[config.mk]
export PLATFORM = sky130hd
export DESIGN_NAME = nibble_serial_add_ctrl
export DESIGN_NICKNAME = d
export VERILOG_FILES = /design/src/rtl/nibble_serial_add_ctrl.sv
export SDC_FILE = /design/constraint.sdc
export NUM_CORES = 1
export LEC_CHECK = 0
export BUFFER_PORTS_ARGS = -buffer_cell sky130_fd_sc_hd__clkbuf_2
export CAP_MARGIN = 20
export CORE_ASPECT_RATIO = 0.75
export CORE_MARGIN = 2
export CORE_UTILIZATION = 49
export CTS_CLUSTER_SIZE = 24
export DETAILED_ROUTE_END_ITERATION = 10
export PLACE_DENSITY = 0.79
export SYNTH_ARGS = -nofsm -noshare
export SYNTH_HDL_FRONTEND = slang
export SYNTH_SLANG_ARGS = --single-unit
[constraint.sdc]
create_clock -name clk -period 2.3 [get_ports clk]
set_clock_uncertainty 0.15 [all_clocks]
set_input_delay 0.115 -clock clk [delete_from_list [all_inputs] [get_ports clk]]
set_output_delay 0.115 -clock clk [all_outputs]
set_load 0.05 [all_outputs]
[src/rtl/nibble_serial_add_ctrl.sv]
// nibble_serial_add_ctrl: sequences a W-bit add/subtract through an external 4-bit adder one nibble per cycle
module nibble_serial_add_ctrl #(
  parameter int NIBBLES = 4
) (
  input  logic                   clk,
  input  logic                   rst,
  input  logic                   in_valid,
  output logic                   in_ready,
  input  logic [4*NIBBLES-1:0]   in_a,
  input  logic [4*NIBBLES-1:0]   in_b,
  input  logic                   in_cin,
  input  logic                   in_sub,
  output logic [3:0]             add_a,
  output logic [3:0]             add_b,
  output logic                   add_cin,
  input  logic [3:0]             add_sum,
  input  logic                   add_cout,
  output logic                   out_valid,
  input  logic                   out_ready,
  output logic [4*NIBBLES-1:0]   out_sum,
  output logic                   out_cout,
  output logic                   out_ovf,
  output logic                   busy
);
  localparam int W  = 4*NIBBLES;
  localparam int IW = $clog2(NIBBLES);
  typedef enum logic [1:0] {IDLE, RUN, DONE} state_t;
  state_t        state;
  logic [W-1:0]  a_r, b_r;
  logic          carry;
  logic [IW-1:0] idx;
  assign in_ready  = state == IDLE;
  assign out_valid = state == DONE;
  assign busy      = state != IDLE;
  assign out_ovf   = (a_r[W-1] == b_r[W-1]) && (out_sum[W-1] != a_r[W-1]);
  // adder operands are only presented while a nibble is being processed
  always_comb begin
    add_a   = state == RUN ? a_r[4*idx +: 4] : 4'h0;
    add_b   = state == RUN ? b_r[4*idx +: 4] : 4'h0;
    add_cin = state == RUN ? carry : 1'b0;
  end
  // controller: latch operands, walk nibbles LSB first, hold result until consumed
  always_ff @(posedge clk) begin
    if (rst) begin
      state    <= IDLE;
      a_r      <= '0;
      b_r      <= '0;
      carry    <= 1'b0;
      idx      <= '0;
      out_sum  <= '0;
      out_cout <= 1'b0;
    end else begin
      case (state)
        IDLE: if (in_valid) begin
          a_r      <= in_a;
          b_r      <= in_sub ? ~in_b : in_b;
          carry    <= in_sub | in_cin;
          idx      <= '0;
          out_sum  <= '0;
          out_cout <= 1'b0;
          state    <= RUN;
        end
        RUN: begin
          out_sum[4*idx +: 4] <= add_sum;
          carry               <= add_cout;
          if (idx == IW'(NIBBLES-1)) begin
            out_cout <= add_cout;
            state    <= DONE;
          end else begin
            idx <= idx + 1'b1;
          end
        end
        DONE: if (out_ready) state <= IDLE;
        default: state <= IDLE;
      endcase
    end
  end
endmodule

==> impl_results.md, run 1 <==
* Outcome: finished, final reports clean
* Area of the multi-input gates at 1340 um^2
* Die Area at 5840 um^2
* Leading post-synthesis cells by cell area: dfxtp_1, mux4_2, xnor2_1
* Netlist cell types at 35
* Slew Viols, Final at 0
* Cell count after synthesis at 261
* Inserted Diodes at 0
* Worst skew pair latency at 300 ps
* Largest net degree at the start of global routing at 49
* Setup TNS at 0 ps
* Area delta synth->final at 30.7%
* Final setup fails at 0
* WL per Instance at 14.6 um
* Final WL at 6.16 mm
* #FFs+latches synth at 54
* Max frequency at 462 MHz
* Nets at 411
* Syn. warnings at 0
* Final HPWL DP at 3.92 mm
* PwrDens at 579 nW/um^2
* Post-synth top cells: dfxtp_1, nand2_1, nor2_1
* Post-CTS Setup Bufs at 0
* Cts bufs inserted at 5
* Post-synth top area cell: dfxtp_1
* RSZ-0062 raised after global routing: false
* Iteration-0 DRC Markers at 109
* CP Launch Type: flop
* Die height at 66.7 um
* Via density per instance at 5.25
* Worst setup EP type: output port
* Fillers at 398
* Critical Path RT at 2040 ps
* Max Fanout on Critical Path at 7
* Syn_area_per_cell at 9.83 um^2
* Ys flop type: dfxtp_1
* Place WS at 451 ps
* Post-synthesis cell area at 2560 um^2
* Final worst path period need at 2160 ps
* Synthesized net count at 310
* Post-synth EDFFs at 0
* Root buffer cell: clkbuf_8
* ANT nets after route at 0
* Synth async-reset ratio at 0%
* Detailed Routing Iterations Pass 1 at 4
* Actual slew at the worst max-slew pin at 767 ps
* Port Buffers at 72
* CTS H-tree depth at 2
* CP arrival at 1900 ps
* Tot GR Track Use at 21.9%
* IO Pins at 73
* Leak Pwr at 1.41 nW
* Peak supply drop at 0.000311 V
* GP Congestion at 0.791
* # rows at 22
* Max-Cap Viols at 0
* Initial Util at 51.8%
* Hold Path Class: in2reg
* DIE WIDTH at 87.5 um
* Yosys top cell area share at 42.1%
* Grt ovf at 0
* CORE AREA at 4950 um^2
* Sequential area share after synthesis at 42.1%
* Vias in the first global route at 2092
* Clock Tree Buf Depth at 2
* Hold Vio Cnt, Final at 0
* Register area at 1080 um^2
* Final worst-path cycle share at 94.0%
* Most frequent cell after synthesis: dfxtp_1
* Total Power at 1.94 mW
* Layout cells sized above 1 at 29.3%
* Slew HR at 48.8%
* Antenna violations before repair at 0
* Clock slew at reported path FFs at 90 ps
* First-pass GRT wire length at 9.77 mm
* Setup slack after layout at 137 ps
* DRC at 0
* Via Count at 2215
* Clk sinks at 54
* CTS tree: yes
* Critical path type: reg2out
[layout make-up]
class,instances,share of cell area [%]
clock buffers,7,2.28
inverters,6,0.672
multi-input cells,181,39.9
flip-flops and latches,54,32.2
well taps,60,2.24
repair buffers,114,22.7
[kinds of logic after synthesis]
| kind of cell | after synthesis | share of synthesized area (%) |
|---|---|---|
| xor gates and xnor gates | 16 | 5.46 |
| buffers and inverters | 26 | 5.95 |
| and+or+nand+nor | 85 | 17.2 |
| DFF | 54 | 42.1 |
| adders and majority gates | 6 | 2.93 |
| muxes | 12 | 9.07 |
| AOI/OAI and AO/OA | 62 | 17.2 |
[placed cells by master, fill, tap and decap left out, types with 3 or more instances in the layout]
cell type | synthesis | routed
a21oi_1 | 18 | 18
dfxtp_1 | 54 | 54
nand2_1 | 37 | 37
ha_1 | 6 | 6
clkbuf_2 | 0 | 72
a22o_1 | 15 | 15
buf_4 | 5 | 8
dlygate4sd3_1 | 0 | 34
nor2_1 | 19 | 19
nor2b_1 | 13 | 13
a21oi_2 | 5 | 5
a211oi_1 | 16 | 16
xnor2_1 | 16 | 16
o21ai_0 | 4 | 4
mux4_2 | 8 | 8
inv_1 | 6 | 6
nand2b_1 | 3 | 3
clkbuf_8 | 0 | 5
[sequential cells by signal (all words and copies together), names as in the netlist]
register / count
b_r: 16
state: 2
idx: 2
a_r: 16
out_cout: 1
out_sum: 16
carry: 1
[repair_timing]
item                      CTS  global route
hold buffers               34             0
hold endpoints to repair   34             0
gates resized for setup     0             0
[worst max-delay path, cell delays in order (launching register included)]
cell,delay [ps]
dfxtp_1,450
buf_4,240
mux4_2,500
nor2b_1,160
clkbuf_2,240
[worst paths after layout]
check	end	cells past startpoint	startpoint	slack, ps
worst min-delay path	carry	4	in_cin	90
worst min register to register	a_r[14]	2	a_r[14]	310
worst max-delay path	add_a[1]	4	idx[0]	140
worst max register to register	idx[0]	5	idx[0]	410
[metrics by stage]
stage / hold WS (ps) / utilization, % / instances / area (um^2)
floorplan: 101 / - / 261 / 2560
global placement: 189 / 59.3 / 381 / 2940
detailed placement: 195 / 59.3 / 381 / 2940
CTS: 88.7 / 67.7 / 422 / 3350
global route: 131 / 67.7 / 422 / 3350
finish: 86.6 / 67.7 / 422 / 3350
[report_power, final]
group	switching, mW	internal (mW)
Clock	0.288	0.210
Combinational	0.229	0.198
Sequential	0.0302	0.986
[metal layers]
metal | vias up | GRT usage [%] | wire [um]
li1 | 1111 | - | -
met1 | 1040 | 26.6 | 2750
met2 | 54 | 38.1 | 3070
met3 | 10 | 4.58 | 233
met4 | 0 | 8.65 | 108
met5 | - | 0 | 0
Note: power is estimated with default switching activity, not from simulation.
==> run 2, diff against run 1 <==
clock period = 2.65 ns   (was 2.3 ns; I/O delays follow)
==> impl_results.md, run 2 (same netlist as run 1, synthesis figures left out) <==
* Iteration-0 DRC Markers at 124
* Die height at 66.7 um
* WL per Instance at 14.2 um
* Max frequency at 407 MHz
* Place WS at 563 ps
* Final HPWL DP at 3.82 mm
* IO Pins at 73
* Max-Cap Viols at 0
* Inserted Diodes at 0
* Clock slew at reported path FFs at 100 ps
* Via Count at 2163
* First-pass GRT wire length at 9.83 mm
* Post-Place Cells at 377
* Clock Tree Buf Depth at 2
* Clk sinks at 54
* Tot GR Track Use at 21.7%
* Worst path cell trace: nand2b_1 -> nor2b_1 -> clkbuf_2
* Most common cell after layout, fill and taps aside: clkbuf_2
* Largest registers: a_r x16, b_r x16, out_sum x16
* Peak supply drop at 0.000452 V
* Critical path type: reg2out
* GP Congestion at 0.821
* HP Start: in_b[13]
* Setup TNS at 0 ps
* Cts hold-fix bufs at 32
* Initial Util at 51.8%
* RSZ-0062 raised after global routing: false
* Post-CTS Setup Bufs at 0
* Actual slew at the worst max-slew pin at 736 ps
* PwrDens at 566 nW/um^2
* CP Launch Type: flop
* Worst setup EP type: output port
* # rows at 22
* Final worst-path cycle share at 92.8%
* Hold Vio Cnt, Final at 0
* Hold WS at 16.2 ps
* Die Area at 5840 um^2
* Largest net degree at the start of global routing at 49
* ANT nets after route at 0
* Commonest non-fill, non-tap cells in the layout: clkbuf_2, dfxtp_1, nand2_1
* CORE AREA at 4950 um^2
* Slew HR at 50.9%
* Slew Viols, Final at 0
* Critical Path RT at 2370 ps
* Nets at 405
* Max Fanout on Critical Path at 17
* FF-to-FF Start: idx[1]
* Final worst path period need at 2460 ps
* CP arrival at 2180 ps
* Reg-to-reg setup timing slack at 520 ps
* Outcome: finished, final reports clean
* Reg2Reg Depth at 5
* Vias in the first global route at 2031
* CTS tree: yes
* DIE WIDTH at 87.5 um
* Slowest-stage cell, CP: dfxtp_1
* Cts bufs inserted at 5
* Reg-to-reg critical path endpoint: out_sum[13]
* Leak Pwr at 1.42 nW
* Layout cells sized above 1 at 29.4%
* Grt ovf at 0
* Final WL at 5.93 mm
* Resized Gates After CTS at 0
* Antenna violations before repair at 0
* WHS Path Cells at 3
* Total Power at 1.91 mW
* Root buffer cell: clkbuf_8
* CTS H-tree depth at 2
* DRC at 0
* Final setup fails at 0
* Largest stage delay, worst path at 730 ps
* Hold Path Class: in2reg
* Worst skew pair latency at 300 ps
* Via density per instance at 5.19
* Port Buffers at 72
* Hold Path End: b_r[13]
* Area delta synth->final at 31.4%
* Fin cells at 417
* Detailed Routing Iterations Pass 1 at 4
* Setup slack after layout at 192 ps
==> run 2: routing by layer <==
| layer | routed length, um | part of all wire (%) | vias to the layer above | track usage, % |
|---|---|---|---|---|
| li1 | - | - | 1100 | - |
| met1 | 2760 | 47 | 1010 | 28.5 |
| met2 | 2890 | 49 | 47 | 36.7 |
| met3 | 231 | 3.9 | 6 | 4.34 |
| met4 | 48 | 0.81 | 0 | 5.19 |
| met5 | 0 | 0 | - | 0 |
==> run 2: power breakdown <==
part | internal, mW | switching, mW | leakage [nW]
Clock | 0.403 | 0.262 | 0.0714
Combinational | 0.165 | 0.187 | 0.904
Sequential | 0.856 | 0.0357 | 0.442
==> run 2: layout make-up <==
class / instances / area [um^2]
repair buffers: 108 / 711
multi-input cells: 181 / 1340
well taps: 60 / 75.1
clock buffers: 6 / 82.6
inverters: 6 / 22.5
flip-flops and latches: 54 / 1080
fillers: 383 / 1590
clock inverters: 2 / 60.1
==> run 2: worst max-delay path: cells and delay by family, from the launching register on <==
kind | cells | cell delay, ps
simple gates | 2 | 820
buf+inv | 1 | 320
flops | 1 | 730
==> run 2: worst max path at each step <==
stage | start | end | cells after the start | slack (ps)
after floorplan | state[0] | busy | 4 | 670
after global placement | state[0] | add_a[0] | 3 | 570
after detailed placement | state[0] | add_a[0] | 3 | 560
after CTS | idx[0] | add_a[1] | 4 | 200
after global routing | state[0] | add_a[1] | 3 | 2
final | state[0] | add_a[0] | 3 | 190
==> run 2: through the flow <==
stage	area, um^2	util [%]
after detailed placement	2910	58.7
final	3370	68.0
after floorplan	2560	-
after global placement	2910	58.7
after CTS	3370	68.0
after global routing	3370	68.0
==> run 3, diff against run 2 <==
clock period = 2.9 ns   (was 2.65 ns; I/O delays follow)
==> impl_results.md, run 3 (same netlist as run 1, synthesis figures left out) <==
* Met3 wire length at 295 um
* Setup TNS at 0 ps
* DIE WIDTH at 87.5 um
* WL per Instance at 14.7 um
* Vias in the first global route at 2084
* Top Layer Used: met4
* Wl on met1 at 2.78 mm
* CP Launch Type: flop
* Fillers at 396
* Grt ovf at 0
* Resized Gates After CTS at 0
* Metal2 WL at 2.97 mm
* Final HPWL DP at 4.00 mm
* Area delta synth->final at 31.9%
* CTS H-tree depth at 2
* Reg2Reg Depth at 5
* Largest registers: a_r x16, b_r x16, out_sum x16
* Final worst-path cycle share at 87.1%
* Die Area at 5840 um^2
* Hold Path End: carry
* Die height at 66.7 um
* Combinational power share at 18.3%
* Final setup fails at 0
* Area of the multi-input gates at 1340 um^2
* Worst setup EP type: output port
* WHS Path Cells at 4
* Commonest non-fill, non-tap cells in the layout: clkbuf_2, dfxtp_1, nand2_1
* Initial Util at 51.8%
* Final worst path period need at 2520 ps
* Hold Vio Cnt, Final at 0
* Hold WS at 119 ps
* Critical Path RT at 2610 ps
* Max frequency at 396 MHz
* Clock slew at reported path FFs at 100 ps
* Inserted Diodes at 0
* # rows at 22
* Slew HR at 50.3%
* Internal power at 1.30 mW
* HP Start: in_cin
* Critical path type: reg2out
* Worst skew pair latency at 310 ps
* DRC at 0
* Cts bufs inserted at 5
* Outcome: finished, final reports clean
* CTS tree: yes
* Clk sinks at 54
* Leak Pwr at 1.42 nW
* Via density per instance at 5.26
* Antenna violations before repair at 0
* Switch share at 25.6%
* Net Sw Power at 448 uW
* Largest net degree at the start of global routing at 48
* CP arrival at 2230 ps
* Iteration-0 DRC Markers at 139
* Slew Viols, Final at 0
* PwrDens at 517 nW/um^2
* Clock power frac at 35.0%
* Seq pwr share at 46.7%
* Max-Cap Viols at 0
* Hold Path Class: in2reg
* FF-to-FF Start: idx[0]
* GP Congestion at 0.775
* CORE AREA at 4950 um^2
* ANT nets after route at 0
* Clock Tree Buf Depth at 2
* Most common cell after layout, fill and taps aside: clkbuf_2
* Final WL at 6.13 mm
* Tot GR Track Use at 22.5%
* RSZ-0062 raised after global routing: false
* Reg-to-reg critical path endpoint: out_sum[7]
* Port Buffers at 72
* Nets at 406
* IO Pins at 73
* Peak supply drop at 0.000293 V
* Max Fanout on Critical Path at 11
* Reg-to-reg setup timing slack at 660 ps
* Layout cells sized above 1 at 29.1%
* Root buffer cell: clkbuf_8
* Via Count at 2200
* Register area at 1080 um^2
* Detailed Routing Iterations Pass 1 at 4
* First-pass GRT wire length at 9.93 mm
* Actual slew at the worst max-slew pin at 746 ps
-- run 3: changes by cell type in the layout (fill, tap and decap cells not counted) --
cell,change
dlygate4sd3_1,+2
buf_4,-1
-- run 3: layout make-up --
type                    count  share of cell area (%)
repair buffers            109                    21.4
well taps                  60                    2.22
clock buffers               6                    2.44
multi-input cells         181                    39.5
flip-flops and latches     54                    32.0
inverters                   6                   0.666
clock inverters             2                    1.78
-- run 3: power groups by stage --
stage / combinational, mW / sequential, mW / clock [mW]
2_1_floorplan: 0.222 / 0.826 / 0
3_3_place_gp: 0.274 / 0.833 / 0
3_5_place_dp: 0.280 / 0.835 / 0
4_1_cts: 0.316 / 0.817 / 0.622
5_1_grt: 0.348 / 0.824 / 0.652
6_report: 0.319 / 0.817 / 0.612
-- run 3: routing by layer --
layer / up-vias / track usage (%)
met5: - / 0
met4: 0 / 7.88
met3: 8 / 5.95
met2: 63 / 36.4
met1: 1024 / 29.2
li1: 1105 / -
-- run 3: worst max path at each step --
| stage | startpoint | end | slack (ps) |
|---|---|---|---|
| after floorplan | state[0] | busy | 910 |
| after global placement | idx[0] | add_b[3] | 720 |
| after detailed placement | idx[0] | out_sum[6] | 670 |
| after CTS | idx[0] | add_b[0] | 340 |
| after global routing | idx[0] | add_b[0] | 240 |
| final | idx[0] | add_b[0] | 380 |
-- run 3: per-stage QoR --
stage	power [mW]	worst slack [ps]	utilization [%]	instance area, um^2	instances
2_1_floorplan	1.05	910	-	2560	261
6_report	1.75	375	68.3	3380	418
4_1_cts	1.76	338	68.3	3380	418
3_5_place_dp	1.11	674	58.5	2900	376
3_3_place_gp	1.11	719	58.5	2900	376
5_1_grt	1.82	239	68.3	3380	418
-- run 3: worst max-delay path, cell delays in order, from the launching register on --
cell and delay [ps]:
dfxtp_1 730, buf_4 290, mux4_2 500, nor2b_1 140, clkbuf_2 260
-- run 3: timing repair --
item                      4_1_cts  5_1_grt
setup buffers                   0        0
hold buffers                   34        0
hold endpoints to repair       34        0
